<file path="src/rtl/pipe_pkg.sv">
// Shared encodings and default widths for the 5-stage core pipeline blocks.
package pipe_pkg;

  localparam int DEF_DATA_W     = 32;
  localparam int DEF_REG_ADDR_W = 5;
  localparam int DEF_ALU_OP_W   = 4;
  localparam int DEF_CNT_W      = 32;

  localparam logic [1:0] REG_DST_RT = 2'b00;
  localparam logic [1:0] REG_DST_RD = 2'b01;
  localparam logic [1:0] REG_DST_RA = 2'b10;

  localparam logic [4:0] REG_RA = 5'd31;

  localparam logic [3:0] ALU_ADD = 4'd0;
  localparam logic [3:0] ALU_SUB = 4'd1;
  localparam logic [3:0] ALU_AND = 4'd2;
  localparam logic [3:0] ALU_OR  = 4'd3;
  localparam logic [3:0] ALU_XOR = 4'd4;
  localparam logic [3:0] ALU_SLT = 4'd5;
  localparam logic [3:0] ALU_SLL = 4'd6;
  localparam logic [3:0] ALU_SRL = 4'd7;

endpackage

</file>
<file path="src/rtl/load_use_detect.sv">
// Load-use hazard detection: a load in EX whose destination is read by the
// instruction in ID forces a one-cycle stall unless that instruction is flushed.
module load_use_detect
  import pipe_pkg::*;
#(
  parameter int REG_ADDR_W = DEF_REG_ADDR_W
) (
  input  logic                  ex_valid_i,
  input  logic                  ex_mem_read_i,
  input  logic [REG_ADDR_W-1:0] ex_write_register_i,
  input  logic                  id_valid_i,
  input  logic                  id_uses_rs_i,
  input  logic [REG_ADDR_W-1:0] id_rs_i,
  input  logic                  id_uses_rt_i,
  input  logic [REG_ADDR_W-1:0] id_rt_i,
  input  logic                  flush_i,
  input  logic                  stall_ext_i,
  output logic                  load_use_stall_o,
  output logic                  pc_write_o,
  output logic                  if_id_write_o
);

  logic src_match;
  logic haz;

  assign src_match = (id_uses_rs_i && (id_rs_i == ex_write_register_i)) ||
                     (id_uses_rt_i && (id_rt_i == ex_write_register_i));

  assign haz = ex_valid_i && ex_mem_read_i && (ex_write_register_i != '0) &&
               src_match && id_valid_i;

  // A flushed ID instruction is discarded anyway, so it never needs to wait.
  assign load_use_stall_o = haz && !flush_i;
  assign pc_write_o       = !stall_ext_i && !load_use_stall_o;
  assign if_id_write_o    = !stall_ext_i && !load_use_stall_o;

endmodule

</file>
<file path="src/rtl/id_ex_stage.sv">
// ID/EX pipeline register with bubble insertion (flush / load-use), external
// freeze, and saturating stall/bubble performance counters.
module id_ex_stage
  import pipe_pkg::*;
#(
  parameter int DATA_W     = DEF_DATA_W,
  parameter int REG_ADDR_W = DEF_REG_ADDR_W,
  parameter int ALU_OP_W   = DEF_ALU_OP_W,
  parameter int CNT_W      = DEF_CNT_W
) (
  input  logic                  i_clk,
  input  logic                  i_rst_n,
  input  logic                  i_stall_ext,
  input  logic                  i_flush,
  input  logic                  i_id_valid,
  input  logic [DATA_W-1:0]     i_id_pc,
  input  logic [REG_ADDR_W-1:0] i_id_rs,
  input  logic [REG_ADDR_W-1:0] i_id_rt,
  input  logic [REG_ADDR_W-1:0] i_id_rd,
  input  logic                  i_id_uses_rs,
  input  logic                  i_id_uses_rt,
  input  logic [DATA_W-1:0]     i_id_rs_data,
  input  logic [DATA_W-1:0]     i_id_rt_data,
  input  logic [DATA_W-1:0]     i_id_imm,
  input  logic [ALU_OP_W-1:0]   i_id_alu_op,
  input  logic                  i_id_alu_src,
  input  logic [1:0]            i_id_reg_dst,
  input  logic                  i_id_reg_write,
  input  logic                  i_id_mem_read,
  input  logic                  i_id_mem_write,
  input  logic                  i_id_mem_to_reg,
  output logic                  o_ex_valid,
  output logic [DATA_W-1:0]     o_ex_pc,
  output logic [REG_ADDR_W-1:0] o_ex_rs,
  output logic [REG_ADDR_W-1:0] o_ex_rt,
  output logic [DATA_W-1:0]     o_ex_rs_data,
  output logic [DATA_W-1:0]     o_ex_rt_data,
  output logic [DATA_W-1:0]     o_ex_imm,
  output logic [ALU_OP_W-1:0]   o_ex_alu_op,
  output logic                  o_ex_alu_src,
  output logic                  o_ex_reg_write,
  output logic                  o_ex_mem_read,
  output logic                  o_ex_mem_write,
  output logic                  o_ex_mem_to_reg,
  output logic [REG_ADDR_W-1:0] o_ex_write_register,
  output logic                  o_load_use_stall,
  output logic                  o_pc_write,
  output logic                  o_if_id_write,
  output logic [CNT_W-1:0]      o_stall_count,
  output logic [CNT_W-1:0]      o_bubble_count
);

  function automatic logic [CNT_W-1:0] sat_inc(input logic [CNT_W-1:0] cnt);
    return (&cnt) ? cnt : cnt + CNT_W'(1);
  endfunction

  // A non-writing instruction gets destination 0 so it can never forward.
  function automatic logic [REG_ADDR_W-1:0] resolve_wr(
    input logic [1:0]            dst,
    input logic [REG_ADDR_W-1:0] rt,
    input logic [REG_ADDR_W-1:0] rd,
    input logic                  wr_en
  );
    if (!wr_en)                 return '0;
    else if (dst == REG_DST_RD) return rd;
    else if (dst == REG_DST_RA) return REG_ADDR_W'(REG_RA);
    else                        return rt;
  endfunction

  logic                  valid_q, valid_d;
  logic [DATA_W-1:0]     pc_q, pc_d, rs_data_q, rs_data_d, rt_data_q, rt_data_d, imm_q, imm_d;
  logic [REG_ADDR_W-1:0] rs_q, rs_d, rt_q, rt_d, wr_q, wr_d;
  logic [ALU_OP_W-1:0]   alu_op_q, alu_op_d;
  logic                  alu_src_q, alu_src_d, reg_write_q, reg_write_d;
  logic                  mem_read_q, mem_read_d, mem_write_q, mem_write_d;
  logic                  mem_to_reg_q, mem_to_reg_d;
  logic [CNT_W-1:0]      stall_cnt_q, stall_cnt_d, bubble_cnt_q, bubble_cnt_d;
  logic                  bubble;

  load_use_detect #(.REG_ADDR_W(REG_ADDR_W)) u_detect (
    .ex_valid_i          (valid_q),
    .ex_mem_read_i       (mem_read_q),
    .ex_write_register_i (wr_q),
    .id_valid_i          (i_id_valid),
    .id_uses_rs_i        (i_id_uses_rs),
    .id_rs_i             (i_id_rs),
    .id_uses_rt_i        (i_id_uses_rt),
    .id_rt_i             (i_id_rt),
    .flush_i             (i_flush),
    .stall_ext_i         (i_stall_ext),
    .load_use_stall_o    (o_load_use_stall),
    .pc_write_o          (o_pc_write),
    .if_id_write_o       (o_if_id_write)
  );

  assign bubble = i_flush || o_load_use_stall;

  always_comb begin
    valid_d      = valid_q;
    pc_d         = pc_q;
    rs_d         = rs_q;
    rt_d         = rt_q;
    rs_data_d    = rs_data_q;
    rt_data_d    = rt_data_q;
    imm_d        = imm_q;
    alu_op_d     = alu_op_q;
    alu_src_d    = alu_src_q;
    reg_write_d  = reg_write_q;
    mem_read_d   = mem_read_q;
    mem_write_d  = mem_write_q;
    mem_to_reg_d = mem_to_reg_q;
    wr_d         = wr_q;
    stall_cnt_d  = stall_cnt_q;
    bubble_cnt_d = bubble_cnt_q;
    if (!i_stall_ext) begin
      if (bubble) begin
        valid_d      = 1'b0;
        pc_d         = '0;
        rs_d         = '0;
        rt_d         = '0;
        rs_data_d    = '0;
        rt_data_d    = '0;
        imm_d        = '0;
        alu_op_d     = '0;
        alu_src_d    = 1'b0;
        reg_write_d  = 1'b0;
        mem_read_d   = 1'b0;
        mem_write_d  = 1'b0;
        mem_to_reg_d = 1'b0;
        wr_d         = '0;
        bubble_cnt_d = sat_inc(bubble_cnt_q);
        if (o_load_use_stall) stall_cnt_d = sat_inc(stall_cnt_q);
      end else begin
        valid_d      = i_id_valid;
        pc_d         = i_id_pc;
        rs_d         = i_id_rs;
        rt_d         = i_id_rt;
        rs_data_d    = i_id_rs_data;
        rt_data_d    = i_id_rt_data;
        imm_d        = i_id_imm;
        alu_op_d     = i_id_alu_op;
        alu_src_d    = i_id_alu_src;
        reg_write_d  = i_id_reg_write && i_id_valid;
        mem_read_d   = i_id_mem_read && i_id_valid;
        mem_write_d  = i_id_mem_write && i_id_valid;
        mem_to_reg_d = i_id_mem_to_reg && i_id_valid;
        wr_d         = resolve_wr(i_id_reg_dst, i_id_rt, i_id_rd, i_id_reg_write && i_id_valid);
      end
    end
  end

  // ID -> EX boundary
  always_ff @(posedge i_clk or negedge i_rst_n) begin
    if (!i_rst_n) begin
      valid_q      <= 1'b0;
      pc_q         <= '0;
      rs_q         <= '0;
      rt_q         <= '0;
      rs_data_q    <= '0;
      rt_data_q    <= '0;
      imm_q        <= '0;
      alu_op_q     <= '0;
      alu_src_q    <= 1'b0;
      reg_write_q  <= 1'b0;
      mem_read_q   <= 1'b0;
      mem_write_q  <= 1'b0;
      mem_to_reg_q <= 1'b0;
      wr_q         <= '0;
      stall_cnt_q  <= '0;
      bubble_cnt_q <= '0;
    end else begin
      valid_q      <= valid_d;
      pc_q         <= pc_d;
      rs_q         <= rs_d;
      rt_q         <= rt_d;
      rs_data_q    <= rs_data_d;
      rt_data_q    <= rt_data_d;
      imm_q        <= imm_d;
      alu_op_q     <= alu_op_d;
      alu_src_q    <= alu_src_d;
      reg_write_q  <= reg_write_d;
      mem_read_q   <= mem_read_d;
      mem_write_q  <= mem_write_d;
      mem_to_reg_q <= mem_to_reg_d;
      wr_q         <= wr_d;
      stall_cnt_q  <= stall_cnt_d;
      bubble_cnt_q <= bubble_cnt_d;
    end
  end

  assign o_ex_valid          = valid_q;
  assign o_ex_pc             = pc_q;
  assign o_ex_rs             = rs_q;
  assign o_ex_rt             = rt_q;
  assign o_ex_rs_data        = rs_data_q;
  assign o_ex_rt_data        = rt_data_q;
  assign o_ex_imm            = imm_q;
  assign o_ex_alu_op         = alu_op_q;
  assign o_ex_alu_src        = alu_src_q;
  assign o_ex_reg_write      = reg_write_q;
  assign o_ex_mem_read       = mem_read_q;
  assign o_ex_mem_write      = mem_write_q;
  assign o_ex_mem_to_reg     = mem_to_reg_q;
  assign o_ex_write_register = wr_q;
  assign o_stall_count       = stall_cnt_q;
  assign o_bubble_count      = bubble_cnt_q;

endmodule

</file>
<file path="config.mk">
export PLATFORM = sky130hd
export DESIGN_NAME = id_ex_stage
export DESIGN_NICKNAME = d
export VERILOG_FILES = /design/src/rtl/pipe_pkg.sv /design/src/rtl/load_use_detect.sv /design/src/rtl/id_ex_stage.sv
export SDC_FILE = /design/constraint.sdc
export NUM_CORES = 1
export LEC_CHECK = 0
export CELL_PAD_IN_SITES_DETAIL_PLACEMENT = 0
export CELL_PAD_IN_SITES_GLOBAL_PLACEMENT = 1
export CORE_MARGIN = 1
export CORE_UTILIZATION = 33
export DETAILED_ROUTE_END_ITERATION = 7
export GPL_TIMING_DRIVEN = 0
export PLACE_DENSITY_LB_ADDON = 0.2
export SYNTH_ARGS = -nofsm -noshare
export SYNTH_HDL_FRONTEND = slang
export SYNTH_SLANG_ARGS = --single-unit
export TNS_END_PERCENT = 100
</file>
<file path="constraint.sdc">
create_clock -name i_clk -period 2.7 [get_ports i_clk]
set_input_delay 0.54 -clock i_clk [delete_from_list [all_inputs] [get_ports i_clk]]
set_output_delay 0.54 -clock i_clk [all_outputs]
set_load 0.02 [all_outputs]
</file>
After elaboration in Yosys (flattened, before gate mapping)
Cells that the tools add are included.

operators by class
  add/subtract/negate cells = 2
  $mul = 0
  divide/modulo/power cells = 0
  $lt $le $gt $ge = 0
  equal/unequal tests = 4
  shifts and indexed selects = 0
  muxes and demuxes = 17
  bitwise operators = 3
  reductions and logical operators = 22

operators by type and width
  cell                     number
  $mux W32                 4
  $add A32 B1 Y32 const B  2
  $reduce_and A32 Y1       2
  $mux W5                  6
  $logic_and A1 B1 Y1      12
  $eq A5 B5 Y1             2
  $mux W1                  6
  $reduce_bool A5 Y1       1
  $mux W4                  1
  $reduce_and A4 Y1        1
  $logic_not A1 Y1         3
  $not A1 Y1               3
  $reduce_and A3 Y1        1
  $eq A2 B1 Y1 const B     1
  $eq A2 B2 Y1 const B     1
  $logic_or A1 B1 Y1       2

word-level totals
  register bits = 217
  latch bits = 0
  RAM bits = 0
  memory bits (read-only) = 0
  output and inout bits = 220
  memories kept = 0

Depth between registers and ports, before layout
Gate-level depths: netlist of run 1.

  depth after elaboration = 8
  depth in mapped cells = 8
  mapped depth without buffers = 7

Hierarchy
A second synthesis of run 1 with hierarchy kept.

unflattened totals
  cells, all modules = 664
  area total of the unflattened synthesis = 8,653.3 µm²

modules (own cells, without submodules)
  module           instances  cells an instance  area an instance (µm²)
  id_ex_stage      1          642                8,496.9
  load_use_detect  1          22                 156.4

Worst setup path after synthesis of run 1
Ideal clock, no wire load.

  path type = register to output
  from = reg wr_q[1], in the netlist o_ex_write_register[1]
  to = out o_pc_write
  arrival time = 1.964 ns
  slack = 0.196 ns
  cell stages (with the launch flop) = 8
  buffers on the path = 1
  cells stage by stage = dfrtp_1 > xnor2_1 > nand4_1 > o22ai_4 > nand2_2 > nor2_1 > nor2_1 > buf_4

on the way
  longest elaborated chain between the ends = 8
  elaborated cells on any way between the ends = 12
  classes of those cells = eq/ne (2); reduce/logical (10)

RTL lines
  element                                        line                                          RTL
  from (decl)                                    id_ex_stage.sv:72                             logic [REG_ADDR_W-1:0] rs_q, rs_d, rt_q, rt_d, wr_q, wr_d;
  from (signal assigned)                         id_ex_stage.sv:185                            wr_q <= wr_d;
  $eq A5 B5 Y1, on equally long branches         load_use_detect.sv:26, load_use_detect.sv:27
  $logic_and A1 B1 Y1, on equally long branches  load_use_detect.sv:26, load_use_detect.sv:27
  $logic_or A1 B1 Y1                             load_use_detect.sv:26                         assign src_match = (id_uses_rs_i && (id_rs_i == ex_write_register_i)) ||
  $logic_and A1 B1 Y1 *                          load_use_detect.sv:29                         assign haz = ex_valid_i && ex_mem_read_i && (ex_write_register_i != '0) &&
  $logic_and A1 B1 Y1 *                          load_use_detect.sv:30                         src_match && id_valid_i;
  $logic_and A1 B1 Y1 *                          load_use_detect.sv:33                         assign load_use_stall_o = haz && !flush_i;
  via o_load_use_stall                           id_ex_stage.sv:46                             output logic o_load_use_stall,
  $logic_not A1 Y1 *                             --
  $logic_and A1 B1 Y1 *                          --
  to (decl)                                      id_ex_stage.sv:47                             output logic o_pc_write,

Mark *: on every way through the listed nets, which the timed path passes. The rest lies on a longest branch.

Final worst setup path of run 1
  from = reg wr_q[1], in the netlist o_ex_write_register[1]
  to = out o_if_id_write

on the way
  longest elaborated chain between the ends = 8
  elaborated cells on any way between the ends = 12
  classes of those cells = eq/ne (2); reduce/logical (10)

RTL lines
  element                                        line                                          RTL
  $eq A5 B5 Y1, on equally long branches         load_use_detect.sv:26, load_use_detect.sv:27
  $logic_and A1 B1 Y1, on equally long branches  load_use_detect.sv:26, load_use_detect.sv:27
  $logic_or A1 B1 Y1                             load_use_detect.sv:26
  $logic_and A1 B1 Y1 *                          load_use_detect.sv:29
  $logic_and A1 B1 Y1 *                          load_use_detect.sv:30
  $logic_and A1 B1 Y1 *                          load_use_detect.sv:33
  $logic_not A1 Y1 *                             load_use_detect.sv:35                         assign if_id_write_o = !stall_ext_i && !load_use_stall_o;
  $logic_and A1 B1 Y1 *                          load_use_detect.sv:35
  to (decl)                                      id_ex_stage.sv:48                             output logic o_if_id_write,

Mark *: on every way between the ends. The rest lies on a longest branch, timed or not.

==> summary.txt, run 1 <==
Worst setup path
  • Reg2Reg Setup Slack: slightly above 0.3 ns
  • Reg-to-reg critical path startpoint: o_bubble_count[0]
  • Max incr delay on CP: 0.41 ns
  • Slowest CP cell: dfrtp_2
  • Crit. End Element: output pin
  • Bufs and invs on worst path: 2
  • RR Endpoint: o_bubble_count[1]
  • Critical-path maximum fanout: 4
  • Worst EP required: roughly 2.2 ns
  • Worst Path Class, Setup: flip-flop to output pin
  • CP Data Arrival Time: between 2 and 2.5 ns
  • Critical path's top delay family: simple AND/OR/NAND/NOR gates
  • Cell Chain, Critical Path: buf_4, nor3_1, a21oi_4, nand2_2, nor2_4, nor2_4, buf_2
  • Startpoint types: flip-flop
  • Top cell by count, worst path: nor2_4
  • Reg2Reg Depth: 7

Routing
  • Final wirelength: about 29 mm
  • Detailed Route Iter0 Violations: approximately 410
  • Detail Route Antenna Nets: 0
  • TritonRoute pass-1 iters: 7
  • DRC viols: 120
  • Drt wl/cell: 20.2 um
  • DR vias: 7,074
  • Vias per cell: just under 5

CTS
  • Clock Sinks: 217
  • Clock buffer depth: 3
  • CTS tree: built
  • Root Buffer: clkbuf_16
  • Number of hold buffers added after CTS: 0
  • CTS Buf Count: 26
  • Worst skew pair latency: between 0.5 and 0.6 ns
  • Reg clk slew, reported paths: about 0.06 ns
  • H-tree Lvls: 1

Place
  • GPL Wtd Cong: 0.788
  • Placed cells: between 1,000 and 1,500
  • Port Buffers: 380
  • Detail Placement HPWL: approximately 21 mm
  • Placed Instance Area: between 10,000 and 15,000 um^2

Floorplan
  • # rows: 59
  • Starting density of the core: 0.338
  • DIE HEIGHT: between 150 and 200 um
  • Die ar.: around 27,000 um^2
  • Io pins: between 300 and 400
  • Core box area: around 26,000 um^2
  • Die X: ~170 um

STA
  • Final Hold Viols: 0
  • Final hold slack: 0.0788 ns
  • Fin. max-slew vios: 0
  • Sum Neg Setup Slack: 0 ns
  • Slew headroom: 0.438
  • RSZ-0062 raised after global routing: false
  • Fin crit share: 0.951
  • Final Setup Violations: 0
  • Final Skew: around 0.0065 ns
  • Fin crit period: 2.57 ns
  • Max Fclk: just under 400 MHz
  • Least-Margin Pin Slew: between 0.8 and 0.9 ns

Synth
  • Post-Syn Nets: ~830
  • Share of the synthesized area in the top cell type: 0.615
  • Post-synth EDFFs: 0
  • Sequential area share after synthesis: 0.615
  • Yosys top cell by area: dfrtp_1
  • Synth unique cells: 46
  • Mean post-synth cell area: 13.3 um^2
  • Yosys Warn Count: 0
  • Most common flop cell mapped by yosys: dfrtp_1
  • Top cells by area, synth: dfrtp_1, a22o_1, xnor2_1
  • FF+latch count, synth: 217
  • Area of the mapped netlist: ~8800 um^2
  • Cells after Synth: about 670
  • Async SR Flop Fraction: 1.00

Layout
  • Area Overhead vs Synth: 59.2%
  • Fin area: roughly 14,000 um^2
  • NumNets Final: between 1,000 and 1,500
  • Final Util: 0.538
  • Final Non-Filler Cells: 1,434
  • Share of layout cells above drive strength 1: 0.105

Run status
  • Failing checks: DRC
  • Outcome: finished, violations left

Power and ir drop
  • Static Leakage: a little over 0.006 uW
  • Max IR drop VDD: roughly 0.48 mV
  • Pwr Density: approximately 600 nW/um^2

Run
  • Total of max-cap violations: 0

Global routing
  • First-pass GRT wire length: between 40 and 50 mm
  • Grt total ovfl: 0
  • Vias in the first global route: between 7,000 and 8,000
  • Largest net degree at the start of global routing: approximately 110
  • Initial antenna violation count: 4
  • Total GRT Usage: 0.208

Worst hold path
  • Hold Crit Class: input pin to asynchronous set/reset pin
## logic make-up (layout without fill, tap and decap cells)
logic type               Yosys count  after routing  synth area share
AND/OR/NAND/NOR                  160            160             0.107
flip-flops                       217            217             0.615
XOR/XNOR                          73             73            0.0724
other                              0              2                 0
buffers and inverters             45            477            0.0347
multiplexers                       1              1           0.00127
AO/OA/AOI/OAI                    167            167             0.167
adder cells (fa/ha/maj)            2              2           0.00283
## layer usage
metal / part of all wire / track usage / vias up
met5: 0.00045 / 0 / -
met2: 0.48 / 0.346 / 254
li1: - / - / 3305
met4: 0.027 / 0.0618 / 2
met1: 0.41 / 0.266 / 3470
met3: 0.077 / 0.0559 / 43
## cell type report
type / instances / area, um^2
Sequential cell: 217 / 5440
Tap cell: 335 / 419
Clock inverter: 10 / 103
Buffer: 39 / 292
Inverter: 4 / 15.0
Fill cell: 2309 / 12100
Clock buffer: 34 / 762
Timing Repair Buffer: 390 / 3890
Antenna cell: 2 / 5.00
Multi-Input combinational cell: 403 / 3140
## metrics by stage
stage	total power, uW	worst slack, ns
floorplan	4240	0.196
global placement	5110	-8.65
detailed placement	5130	-1.46
CTS	8720	-0.0227
global route	8940	0.0237
finish	8590	0.132
## cells in the mapped netlist (2+ instances only)
cell type,instances
dfrtp_1,217
a22o_1,144
nand2_1,40
xnor2_1,38
xor2_1,35
nor2_1,24
nand3_1,21
clkbuf_1,20
buf_6,17
nand4_1,16
nor3_1,14
and3_1,7
nand3_2,7
nor4_1,5
o22ai_1,5
o31ai_1,5
and4_1,4
inv_1,4
a32o_1,3
nand4_2,3
nor4_2,3
and2_1,2
buf_2,2
buf_4,2
ha_1,2
nand2_2,2
nand2b_1,2
nor3_2,2
nor4_4,2
## how the worst max path moves through the flow
stage / startpoint / end / cells past startpoint
finish: o_ex_write_register[1] / o_if_id_write / 7
detailed placement: i_stall_ext / o_pc_write / 7
global route: o_ex_write_register[3] / o_if_id_write / 7
global placement: i_rst_n / o_bubble_count[0] / 1
CTS: o_ex_write_register[3] / o_pc_write / 8
floorplan: o_ex_write_register[1] / o_pc_write / 7
## what timing repair did
action,in CTS,in global routing
resized for setup,36,5
pin swaps,6,7
endpoints found under the hold margin,0,0
setup endpoints to repair,3,3
buffers inserted,7,2
## placed cells by master (no fill, tap or decap), types with 3 or more instances in the layout
| cell | count |
|---|---|
| nand4_2 | 3 |
| dfrtp_1 | 212 |
| xnor2_1 | 36 |
| nand2_1 | 40 |
| nor4_2 | 3 |
| nand3_1 | 21 |
| nor3_1 | 14 |
| a32o_1 | 3 |
| clkinv_2 | 7 |
| nand3_2 | 7 |
| o31ai_1 | 5 |
| xor2_1 | 35 |
| clkbuf_1 | 18 |
| clkbuf_16 | 27 |
| dfrtp_2 | 5 |
| clkbuf_8 | 7 |
| inv_1 | 4 |
| nor2_1 | 22 |
| o22ai_1 | 5 |
| clkdlybuf4s50_1 | 367 |
| and4_1 | 4 |
| nand4_1 | 16 |
| buf_6 | 18 |
| nor4_1 | 5 |
| and3_1 | 7 |
| a22o_1 | 144 |
| buf_4 | 10 |
| dlygate4sd2_1 | 7 |
| buf_2 | 4 |
## power breakdown
group | switching [uW] | internal [uW] | leakage, uW
Combinational | 695 | 765 | 0.00293
Clock | 1370 | 2160 | 0.000433
Sequential | 146 | 3460 | 0.00287
(Power assumes the default switching activity.)
==> inputs of run 2 (changes only) <==
Settings changed: CAP_MARGIN set to 20.
==> results of run 2 <==
The final DEF is identical to that of run 1; final timing and power are the same.
